==> config.mk <==
export PLATFORM = sky130hd
export DESIGN_NAME = caesar_stream_encryptor
export DESIGN_NICKNAME = d
export VERILOG_FILES = /design/src/rtl/cipher_pkg.sv /design/src/rtl/caesar_shift_char.sv /design/src/rtl/caesar_stream_encryptor.sv
export SDC_FILE = /design/constraint.sdc
export NUM_CORES = 1
export LEC_CHECK = 0
export CORE_MARGIN = 10
export CORE_UTILIZATION = 48
export CTS_CLUSTER_SIZE = 28
export DETAILED_ROUTE_END_ITERATION = 8
export PLACE_DENSITY = 0.77
export SLEW_MARGIN = 25
export SYNTH_ARGS = -nofsm -noshare
export SYNTH_HDL_FRONTEND = slang
export SYNTH_HIERARCHICAL = 1
export SYNTH_SLANG_ARGS = --single-unit
==> constraint.sdc <==
create_clock -name clk -period 3.32 [get_ports clk]
set_clock_uncertainty 0.05 [all_clocks]
set_input_delay 0.332 -clock clk [delete_from_list [all_inputs] [get_ports clk]]
set_output_delay 0.332 -clock clk [all_outputs]
set_load 0.02 [all_outputs]
==> src/rtl/cipher_pkg.sv <==
// cipher_pkg: shared FSM states, ASCII bounds and key reduction for the Caesar cipher path
package cipher_pkg;
  typedef enum logic [1:0] {IDLE, RUN, DRAIN, DONE} state_t;
  localparam logic [7:0] ASCII_UA = 8'h41;
  localparam logic [7:0] ASCII_UZ = 8'h5A;
  localparam logic [7:0] ASCII_LA = 8'h61;
  localparam logic [7:0] ASCII_LZ = 8'h7A;
  localparam logic [5:0] ALPHA_LEN = 6'd26;
  localparam logic [4:0] ROT13_KEY = 5'd13;
  function automatic logic [4:0] reduce_key(input logic rot13, input logic [4:0] shift_key);
    return rot13 ? ROT13_KEY : (shift_key >= ALPHA_LEN[4:0] ? shift_key - ALPHA_LEN[4:0] : shift_key);
  endfunction
endpackage

==> src/rtl/caesar_shift_char.sv <==
// caesar_shift_char: rotates ASCII letters by key_eff (0..25) within their case, other bytes pass through
module caesar_shift_char
  import cipher_pkg::*;
(
  input  logic [7:0] char_in,
  input  logic [4:0] key_eff,
  output logic [7:0] char_out
);
  logic       is_up, is_lo;
  logic [7:0] base;
  logic [5:0] off, wrapped;
  always_comb begin
    is_up = char_in >= ASCII_UA && char_in <= ASCII_UZ;
    is_lo = char_in >= ASCII_LA && char_in <= ASCII_LZ;
    base = is_up ? ASCII_UA : ASCII_LA;
    off = 6'(char_in - base) + {1'b0, key_eff};
    wrapped = off >= ALPHA_LEN ? off - ALPHA_LEN : off;
    char_out = (is_up || is_lo) ? base + {2'b00, wrapped} : char_in;
  end
endmodule

==> src/rtl/caesar_stream_encryptor.sv <==
// caesar_stream_encryptor: streams PT memory through a Caesar shift into CT memory, done/okay handoff
module caesar_stream_encryptor
  import cipher_pkg::*;
#(
  parameter int ADDR_W = 8
) (
  input  logic              clk,
  input  logic              reset,
  input  logic              start,
  input  logic              okay,
  input  logic              rot13,
  input  logic [4:0]        shift_key,
  input  logic [ADDR_W-1:0] msg_length_byte,
  output logic [ADDR_W-1:0] pt_addr,
  output logic              pt_re,
  input  logic [7:0]        pt_rdata,
  output logic [ADDR_W-1:0] ct_addr,
  output logic [7:0]        ct_wdata,
  output logic              ct_we,
  output logic              busy,
  output logic              done
);
  state_t            state, state_nx;
  logic [ADDR_W-1:0] idx, len, rd_addr;
  logic [4:0]        key;
  logic              rd_v, go;
  logic [7:0]        enc;

  caesar_shift_char u_shift (
    .char_in (pt_rdata),
    .key_eff (key),
    .char_out(enc)
  );

  // byte 0 is read in the start cycle itself so that done lands exactly len+2 cycles later
  always_comb begin
    go = state == IDLE && start;
    pt_re = reset && (state == RUN || (go && msg_length_byte != '0));
    pt_addr = state == RUN ? idx : '0;
    busy = state == RUN || state == DRAIN;
    done = state == DONE;
    state_nx = state == IDLE  ? (!start ? IDLE :
                                 msg_length_byte == '0 ? DONE :
                                 msg_length_byte == ADDR_W'(1) ? DRAIN : RUN) :
               state == RUN   ? (idx == len - ADDR_W'(1) ? DRAIN : RUN) :
               state == DRAIN ? (rd_v ? DRAIN : DONE) :
                                (okay ? IDLE : DONE);
  end

  always_ff @(posedge clk or negedge reset) begin
    if (!reset) begin
      state <= IDLE;
      idx <= '0;
      len <= '0;
      key <= '0;
      rd_v <= 1'b0;
      rd_addr <= '0;
      ct_we <= 1'b0;
      ct_addr <= '0;
      ct_wdata <= '0;
    end else begin
      state <= state_nx;
      if (go) begin
        len <= msg_length_byte;
        key <= reduce_key(rot13, shift_key);
        idx <= ADDR_W'(1);
      end else if (state == RUN) begin
        idx <= idx + ADDR_W'(1);
      end
      rd_v <= pt_re;
      rd_addr <= pt_addr;
      ct_we <= rd_v;
      if (rd_v) begin
        ct_addr <= rd_addr;
        ct_wdata <= enc;
      end
    end
  end
endmodule

# After elaboration in Yosys (flattened, before gate mapping)
# Cells that the tools add are included.
dict set report word_totals {
  ff_bits 49
  inputBits 26
  output_inout_bits 28
  word_cells 56
}
dict set report classes {
  addsub 7
  magnitude_cmp 6
  eq_ne 5
  n_mux 17
  n_reduce_logical 12
}
# operator count
set op_table {}
lappend op_table {{$mux 8} 4}
lappend op_table {{$ge 8x7->1 const B} 2}
lappend op_table {{$le 8x7->1 const B} 2}
lappend op_table {{$mux 2} 8}
lappend op_table {{$mux 6} 2}
lappend op_table {{$mux 5} 2}
lappend op_table {{$add 8x1->8 const B} 1}
lappend op_table {{$add 8x6->8} 1}
lappend op_table {{$eq 8x1->1 const B} 1}
lappend op_table {{$eq 8x8->1} 1}
lappend op_table {{$logic_not 8->1} 1}
lappend op_table {{$reduce_bool 8->1} 1}
lappend op_table {{$sub 8x1->8 const B} 1}
lappend op_table {{$add 6x5->6} 1}
lappend op_table {{$ge 6x5->1 const B} 1}
lappend op_table {{$sub 6x5->6 const B} 1}
lappend op_table {{$sub 6x6->6} 1}
lappend op_table {{$ge 5x5->1 const B} 1}
lappend op_table {{$logic_and 1x1->1} 5}
lappend op_table {{$sub 5x5->5 const B} 1}
lappend op_table {{$eq 2x2->1 const B} 2}
lappend op_table {{$logic_or 1x1->1} 3}
lappend op_table {{$eq 2x1->1 const B} 1}
lappend op_table {{$logic_not 2->1} 1}
lappend op_table {{2 further kinds} 2}

# Longest topological paths before layout
dict set report depth {
  word_depth 9
  depth_mapped 16
}

# Modules after synthesis
# The synthesis kept the hierarchy.
# mod n_inst cells_per_inst area_per_inst_um2
set by_module_without_submodules {}
lappend by_module_without_submodules {caesar_stream_encryptor 1 209 2239.6}
lappend by_module_without_submodules {caesar_shift_char 1 115 760.7}

# Worst setup path before layout
# Ideal clock, no wire load.
dict set report synth_timing {
  path_type {input to register}
  startpoint {input pt_rdata[1]}
  endpoint {register ct_wdata[6]}
  arrival_time_ns 3.320
  slack_ns -0.175
  path_stages 14
  cell_sequence {inv_1 ha_1 inv_1 fa_1 xor2_1 inv_1 ha_1 or4_1 o221a_2 mux2i_1 nand3_1 nor3b_1 o31ai_1 mux2_2}
}
dict set report synth_via {
  elab_chain_len 9
}
# item line_no
set synth_lines {}
lappend synth_lines {{start, declared} caesar_stream_encryptor.sv:16} ;# input logic [7:0] pt_rdata,
lappend synth_lines {{$ge 8x7->1 / $le 8x7->1 (equally long branches)} caesar_shift_char.sv:13} ;# is_up = char_in >= ASCII_UA && char_in <= ASCII_UZ;
lappend synth_lines {{$logic_and 1x1->1} caesar_shift_char.sv:13}
lappend synth_lines {{$mux 6} caesar_shift_char.sv:15} ;# base = is_up ? ASCII_UA : ASCII_LA;
lappend synth_lines {{$sub 6x6->6} caesar_shift_char.sv:16} ;# off = 6'(char_in - base) + {1'b0, key_eff};
lappend synth_lines {{$add 6x5->6} caesar_shift_char.sv:16}
lappend synth_lines {{$sub 6x5->6 / $ge 6x5->1 (equally long branches)} caesar_shift_char.sv:17} ;# wrapped = off >= ALPHA_LEN ? off - ALPHA_LEN : off;
lappend synth_lines {{$mux 6} caesar_shift_char.sv:17}
lappend synth_lines {{$add 8x6->8} caesar_shift_char.sv:18} ;# char_out = (is_up || is_lo) ? base + {2'b00, wrapped} : char_in;
lappend synth_lines {{$mux 8 *} caesar_shift_char.sv:18}
lappend synth_lines {{named net enc[6]} caesar_stream_encryptor.sv:27} ;# logic [7:0] enc;
lappend synth_lines {{end signal, assigned} caesar_stream_encryptor.sv:75} ;# ct_wdata <= enc;
lappend synth_lines {{end, declared} caesar_stream_encryptor.sv:18} ;# output logic [7:0] ct_wdata,
# Mark *: on every way through the listed nets, which the timed path passes. The rest lies on a longest branch.
# A chain may end at the register's enable or synchronous reset.

# Final worst setup path
dict set report layout_timing {
  startpoint {register key[1]}
  endpoint {register ct_wdata[6]}
}
dict set report layout_via {
  elab_chain_len 5
}
# item line_no
set layout_lines {}
lappend layout_lines {{start, declared} caesar_stream_encryptor.sv:25} ;# logic [4:0] key;
lappend layout_lines {{start signal, assigned} caesar_stream_encryptor.sv:65} ;# key <= reduce_key(rot13, shift_key);
lappend layout_lines {{$add 6x5->6 *} caesar_shift_char.sv:16}
lappend layout_lines {{$sub 6x5->6 / $ge 6x5->1 (equally long branches)} caesar_shift_char.sv:17}
lappend layout_lines {{$mux 6 *} caesar_shift_char.sv:17}
lappend layout_lines {{$add 8x6->8 *} caesar_shift_char.sv:18}
lappend layout_lines {{$mux 8 *} caesar_shift_char.sv:18}
lappend layout_lines {{named net enc[6]} caesar_stream_encryptor.sv:27}
# Marks and branches as above.

==> results.yml <==
pwr:
  fin_total_pwr_uw: 4970
  p_sw_share_pct: 43.0
  cell_internal_pwr_uw: 2830
  power.share.clock_pct: 7.4
  combPwrFrac_pct: 72.5
  power.sequential.fraction_pct: 20.1
  power_per_cell_area_mw_per_mm2: 1200
  net-switching-power_uw: 2140
  peak_supply_drop_mv: 0.653
  p_leak_uw: 0.00190
sta:
  final-hold-violation-count: 0
  fin_setup_tns_ps: -24.9
  worst_hold_slack_ps: 101
  timing_worst_slew_pin_value_ps: 830
  finalCriticalPeriod_ps: 3340
  grt_setup_unrepaired: "yes"
  fin_crit_sh_pct: 101
  fmaxAchievable_mhz: 299
  setup_viol_count_final: 1
  fin_max_slew_vios: 0
  postLayoutSetupSlackWorst_ps: -24.9
  slew_headroom_pct: 44.6
clock_network:
  cts-root-to-sink-buffers: 2
  cts-root-buf: "clkbuf_8"
  clk_pin_slew_worst_paths_ps: 110
  clock_network_latency_to_the_later_pin_of_the_worst_skew_pair_ps: 320
  cts_made_buffers: 5
  cts.hold.buffers_added: 0
  cts_tree: "yes"
  sink_count: 49
  cts-htree-levels: 2
yosys:
  synth-seq-area-share_pct: 40.9
  synth.yosys.warnings: 6
  synth.mux.area_fraction_pct: 8.01
  post_synth_and_or_nand_nor_area_fraction_pct: 20.2
  post_synth_num_cell_types: 48
  postSynth.topFlopCell: "dfrtp_1"
  synth_enable_flop_cells: 0
  async_flop_share_pct: 100
  synthCells: 324
  synth-seq-cells: 49
  yosys.area.top_type_share_pct: 40.9
  post_synth_main_area_contributors: "dfrtp_1 (41%), ha_1 (7.9%), nand2_1 (5.6%), mux2_2 (3.8%), inv_1 (3.6%)"
  combinational_family_with_the_most_area_after_synthesis: "simple AND/OR/NAND/NOR gates"
  postSynthAreaPerCell_um2: 9.26
  synth_compound_area_share_pct: 10.5
  post_synthesis_instance_area_mm2: 0.00300
  yosys.area_share.xor_xnor_pct: 7.17
  synth_fa_ha_area_share_pct: 8.59
  synth_area_leader_cell: "dfrtp_1"
  syn-num-nets: 370
placed_design:
  routabilityCongestion: 0.818
  hpwlAfterDp_um: 5580
  portBuffers: 53
  dp_slack_ps: -590
detailed_routing:
  first_pass_iters: 4
  drt_iter0_markers: 108
  avgRoutedWirePerCell_um: 15.5
  drtAntennaViolNets: 0
  dr_total_vias: 2589
  remaining_drc_errors: 0
  detail_route.wirelength_um: 7520
  detail_route.vias_per_cell: 5.34
layout:
  layout.cells.most_common: "clkdlybuf4s50_1"
  layout-area-overhead-vs-synth_pct: 38.3
  layout.cells.most_common_list: "clkdlybuf4s50_1 (50), dfrtp_1 (49), nand2_1 (45)"
  n_antenna_cell: 0
  nets: 455
  num-fill-cells: 430
  layout.core_utilization_pct: 69.3
  final_layout_size_suffix_gt1_share_pct: 23.4
floorplan:
  die_h_um: 99.1
  initial_core_utilization_pct: 50.1
  design.die.area_mm2: 0.00981
  design.portCount: 54
  core.rowCount: 28
  die_x_um: 99.1
  core_area_mm2: 0.00599
critical_path:
  critical_path.endpoint_type: "flip-flop"
  worst_path_required_time_ps: 3470
  path_max_fanout: 2
  worstSetupStartpointType: "flip-flop"
  critPathKind: "reg -> reg"
  r2r_start: "key[1]"
  setup.reg_to_reg.worst_slack_ps: -20
  timing.critical_path.arrival_ps: 3490
  first_element_of_the_critical_path: "key[1]"
global_routing:
  grt_first_pass_wirelength_um: 12500
  grt_max_degree: 50
  grt-ovfl-total: 0
  grt_pass1_vias: 2636
  grt.total_usage_pct: 15.1
  antenna_violations_before_repair: 0
outcome:
  outcome: "finished, violations left"
  violations: "setup timing"
job:
  reported_max_cap_violation_count: 0
hold_path:
  min_path_type: "in -> async"
critical path, stage by stage, from the launching register on:
cell and delay (ps):
dfrtp_1 380, inv_2 60, ha_4 270, inv_4 40, fa_2 390, xor2_2 170
inv_2 70, ha_4 210, or4_4 510, o221a_4 260, mux2i_4 160, nand3_2 120
nor3b_2 200, o31ai_1 90, mux2_4 250
Yosys cell counts, types with 2 or more instances:
| library cell | n |
|---|---|
| a21oi_1 | 14 |
| a31oi_1 | 2 |
| and2_1 | 10 |
| and3_1 | 2 |
| clkbuf_1 | 8 |
| dfrtp_1 | 49 |
| ha_1 | 19 |
| inv_1 | 29 |
| mux2_1 | 6 |
| mux2_2 | 10 |
| mux2i_1 | 6 |
| nand2_1 | 45 |
| nand2b_1 | 4 |
| nand3_1 | 7 |
| nand4_1 | 3 |
| nor2_1 | 27 |
| nor2b_1 | 2 |
| nor3_1 | 4 |
| nor3b_1 | 3 |
| nor4_1 | 4 |
| o21a_1 | 2 |
| o21ai_0 | 12 |
| o21ai_1 | 3 |
| o31ai_1 | 4 |
| or2_2 | 3 |
| or4_1 | 4 |
| xnor2_1 | 10 |
| xor2_1 | 12 |
layer usage:
metal	track usage [%]	vias up	part of all wire [%]
li1	-	1278	-
met1	18.0	1249	45
met2	25.7	52	49
met3	4.68	10	5.3
met4	3.75	0	1.5
met5	0	-	0
path summary, 6_finish.rpt:
| kind | end | cells after the start |
|---|---|---|
| max reg2reg | ct_wdata[6] | 14 |
| max | ct_wdata[6] | 14 |
| min | idx[3] | 2 |
| max in group asynchronous | ct_wdata[1] | 2 |
| min in group clk | rd_v | 2 |
| min reg2reg | ct_addr[7] | 1 |
registers in the layout, indices dropped and copies added (netlist names):
signal,flops
ct_addr,8
ct_wdata,8
ct_we,1
idx,8
key,5
len,8
rd_addr,8
rd_v,1
state,2
stage by stage:
stage | cells | area [um2]
global route | 485 | 4150
detailed placement | 471 | 3820
CTS | 482 | 3990
floorplan | 324 | 3030
finish | 485 | 4150
global placement | 471 | 3820
power by group through the flow:
stage | Combinational (uW) | Sequential (uW) | Clock [uW]
after global placement | 2800 | 998 | 0
after detailed placement | 2880 | 1010 | 0
after CTS | 3080 | 1000 | 379
final | 3600 | 999 | 368
after floorplan | 1810 | 1040 | 0
after global routing | 3930 | 1030 | 407
what timing repair did:
action	4_1_cts	5_1_grt
gates resized for setup	17	29
buffers inserted	3	3
pin swaps	11	16
gates cloned	0	0
endpoints found under the hold margin	0	0
setup endpoints to repair	7	7
cell families after synthesis:
logic type      after synthesis
simple gates                124
buf+inv                      37
mux                          22
fa+ha+maj                    20
flops                        49
xor+xnor                     23
compound gates               49
final cells by class:
type                       instances  area, um2  area share, %
timing repair buffer              86        774           18.7
inverter                          29        111           2.68
clock buffer                       5       68.8           1.66
sequential                        49       1230           29.5
tap                               75       93.8           2.26
clock inverter                     3       25.0          0.603
multi-input combinational        238       1850           44.6
Note: power is estimated with default switching activity, not from simulation.
==> RTL change, RTL diff (same settings) <==
Change the parameter `ADDR_W` from 8 to 7.
--- a/src/rtl/caesar_stream_encryptor.sv
+++ b/src/rtl/caesar_stream_encryptor.sv
@@ -4,3 +4,3 @@
 #(
-  parameter int ADDR_W = 8
+  parameter int ADDR_W = 7
 ) (
Interface: changed (resized ct_addr, msg_length_byte and pt_addr); port bits go from 54 to 51. The function was not compared with the original's and may differ.
==> RTL change against the original RTL <==
- the flow still finishes with violations (negative setup slack)
- design area fell by 5.2%
- power fell by 0.74%
- cell count fell by 3.1%
- sequential cell count down 4
- sequential share of layout area down 0.92 points
- combinational power is 1% higher
- setup slack got worse by 0.0023 ns
- synthesized area shrank 4.2%
- count of clock-buffer cells in the layout unchanged
- wire length fell by 3.3%
- largest power group unchanged
==> RTL change: results <==
[outcome]
outcome = finished, violations left
violations = negative setup slack

[timing]
setup_violations = 1
tightest_slew_ns = 0.760
fin_ws_ns = -0.0272
setup_tns_ns = -0.0272

[clock_tree]
clkLatencyLatePin_ns = 0.29
clkTransAtPathRegs_ns = 0.09

[detailed_routing]
vias = 2563
first_iter_violations = 117
wl_per_cell_microns = 15.5
dr.pass1.iters = 5
wl_mm = 7.27

[layout]
drive_above_1_share_pct = 24.1

[power]
vdd_drop_max_v = 0.000619
leakagePower_nw = 1.81

[logic_synthesis]
seq_area_frac_synth_pct = 39.2
yosys-top-cells-count = 45 x dfrtp_1, 43 x nand2_1, 28 x inv_1
yosys-top-cells-area = dfrtp_1 39%, ha_1 8.3%, mux2_2 5.9%, nand2_1 5.6%, inv_1 3.7%
avgSynthCellArea_sq_um = 9.19
yosysUniqueCellTypes = 56

[worst_setup_path]
worst_ep_arrival_time_ns = 3.48
cp_slowest_cell = fa_2
crit_path_max_incr_delay_ns = 0.54

[placed_design]
place_congestion = 0.850
dp_hpwl_mm = 5.40
dpl.cell_count = 456
portBuffers = 50

[global_route]
grt_pass1_vias = 2501
grt_pass1_wl_mm = 11.7
==> RTL change: cell types whose count changed after synthesis, sizes merged, moves of 2 or more <==
cell / unedited run / this run
dfrtp: 49 / 45
nand2: 46 / 43
nor2: 27 / 21
nor4: 4 / 2
o21ai: 15 / 20
or4: 5 / 2
xor2: 12 / 8
==> RTL change: cell families (layout without fill, tap and decap cells) <==
family / Yosys count / count (layout) / share of synthesized area, %
multiplexers: 21 / 21 / 7.96
AND/OR/NAND/NOR: 113 / 113 / 19.5
AO/OA/AOI/OAI: 58 / 58 / 13.3
XOR/XNOR: 19 / 19 / 6.27
adder cells (fa/ha/maj): 20 / 20 / 8.96
buffers and inverters: 37 / 119 / 4.87
flip-flops: 45 / 45 / 39.2
==> RTL change: what timing repair did <==
action	in CTS	in global routing
resized for setup	16	18
buffers inserted	6	0
pin swaps	15	12
endpoints found under the setup margin	7	7
hold buffers	0	0
==> RTL change: path summary, 6_finish.rpt <==
kind | slack (ns) | to | from | depth (start not counted)
max in group asynchronous | 2.74 | key[0] | reset | 2
hold reg to reg | 0.43 | ct_addr[2] | rd_addr[2] | 1
min in group clk | 0.26 | rd_v | reset | 2
setup reg to reg | -0.03 | ct_wdata[6] | key[1] | 13
hold / removal | 0.10 | rd_addr[4] | reset | 2
setup / recovery | -0.03 | ct_wdata[6] | key[1] | 13
==> RTL change: per-layer routing <==
layer | GRT usage [%] | part of all wire, % | vias up
li1 | - | - | 1243
met1 | 17.3 | 43 | 1221
met2 | 24.5 | 50 | 79
met3 | 2.92 | 5.2 | 20
met4 | 3.36 | 2.2 | 0
met5 | 0 | 0 | -
==> RTL change: power groups by stage <==
| stage | registers (mW) | logic [mW] | clock network, mW |
|---|---|---|---|
| detailed placement | 0.946 | 2.98 | 0 |
| finish | 0.932 | 3.65 | 0.348 |
| global route | 0.968 | 3.94 | 0.379 |
| floorplan | 0.983 | 1.86 | 0 |
| global placement | 0.936 | 2.89 | 0 |
| CTS | 0.934 | 3.28 | 0.359 |
==> RTL change: cell type report <==
type,instances,area [sq um]
Multi-Input combinational cell,231,1770
Sequential cell,45,1130
Timing Repair Buffer,83,743
Inverter,28,105
Tap cell,75,93.8
Fill cell,472,1920
Clock inverter,3,25.0
Clock buffer,5,68.8
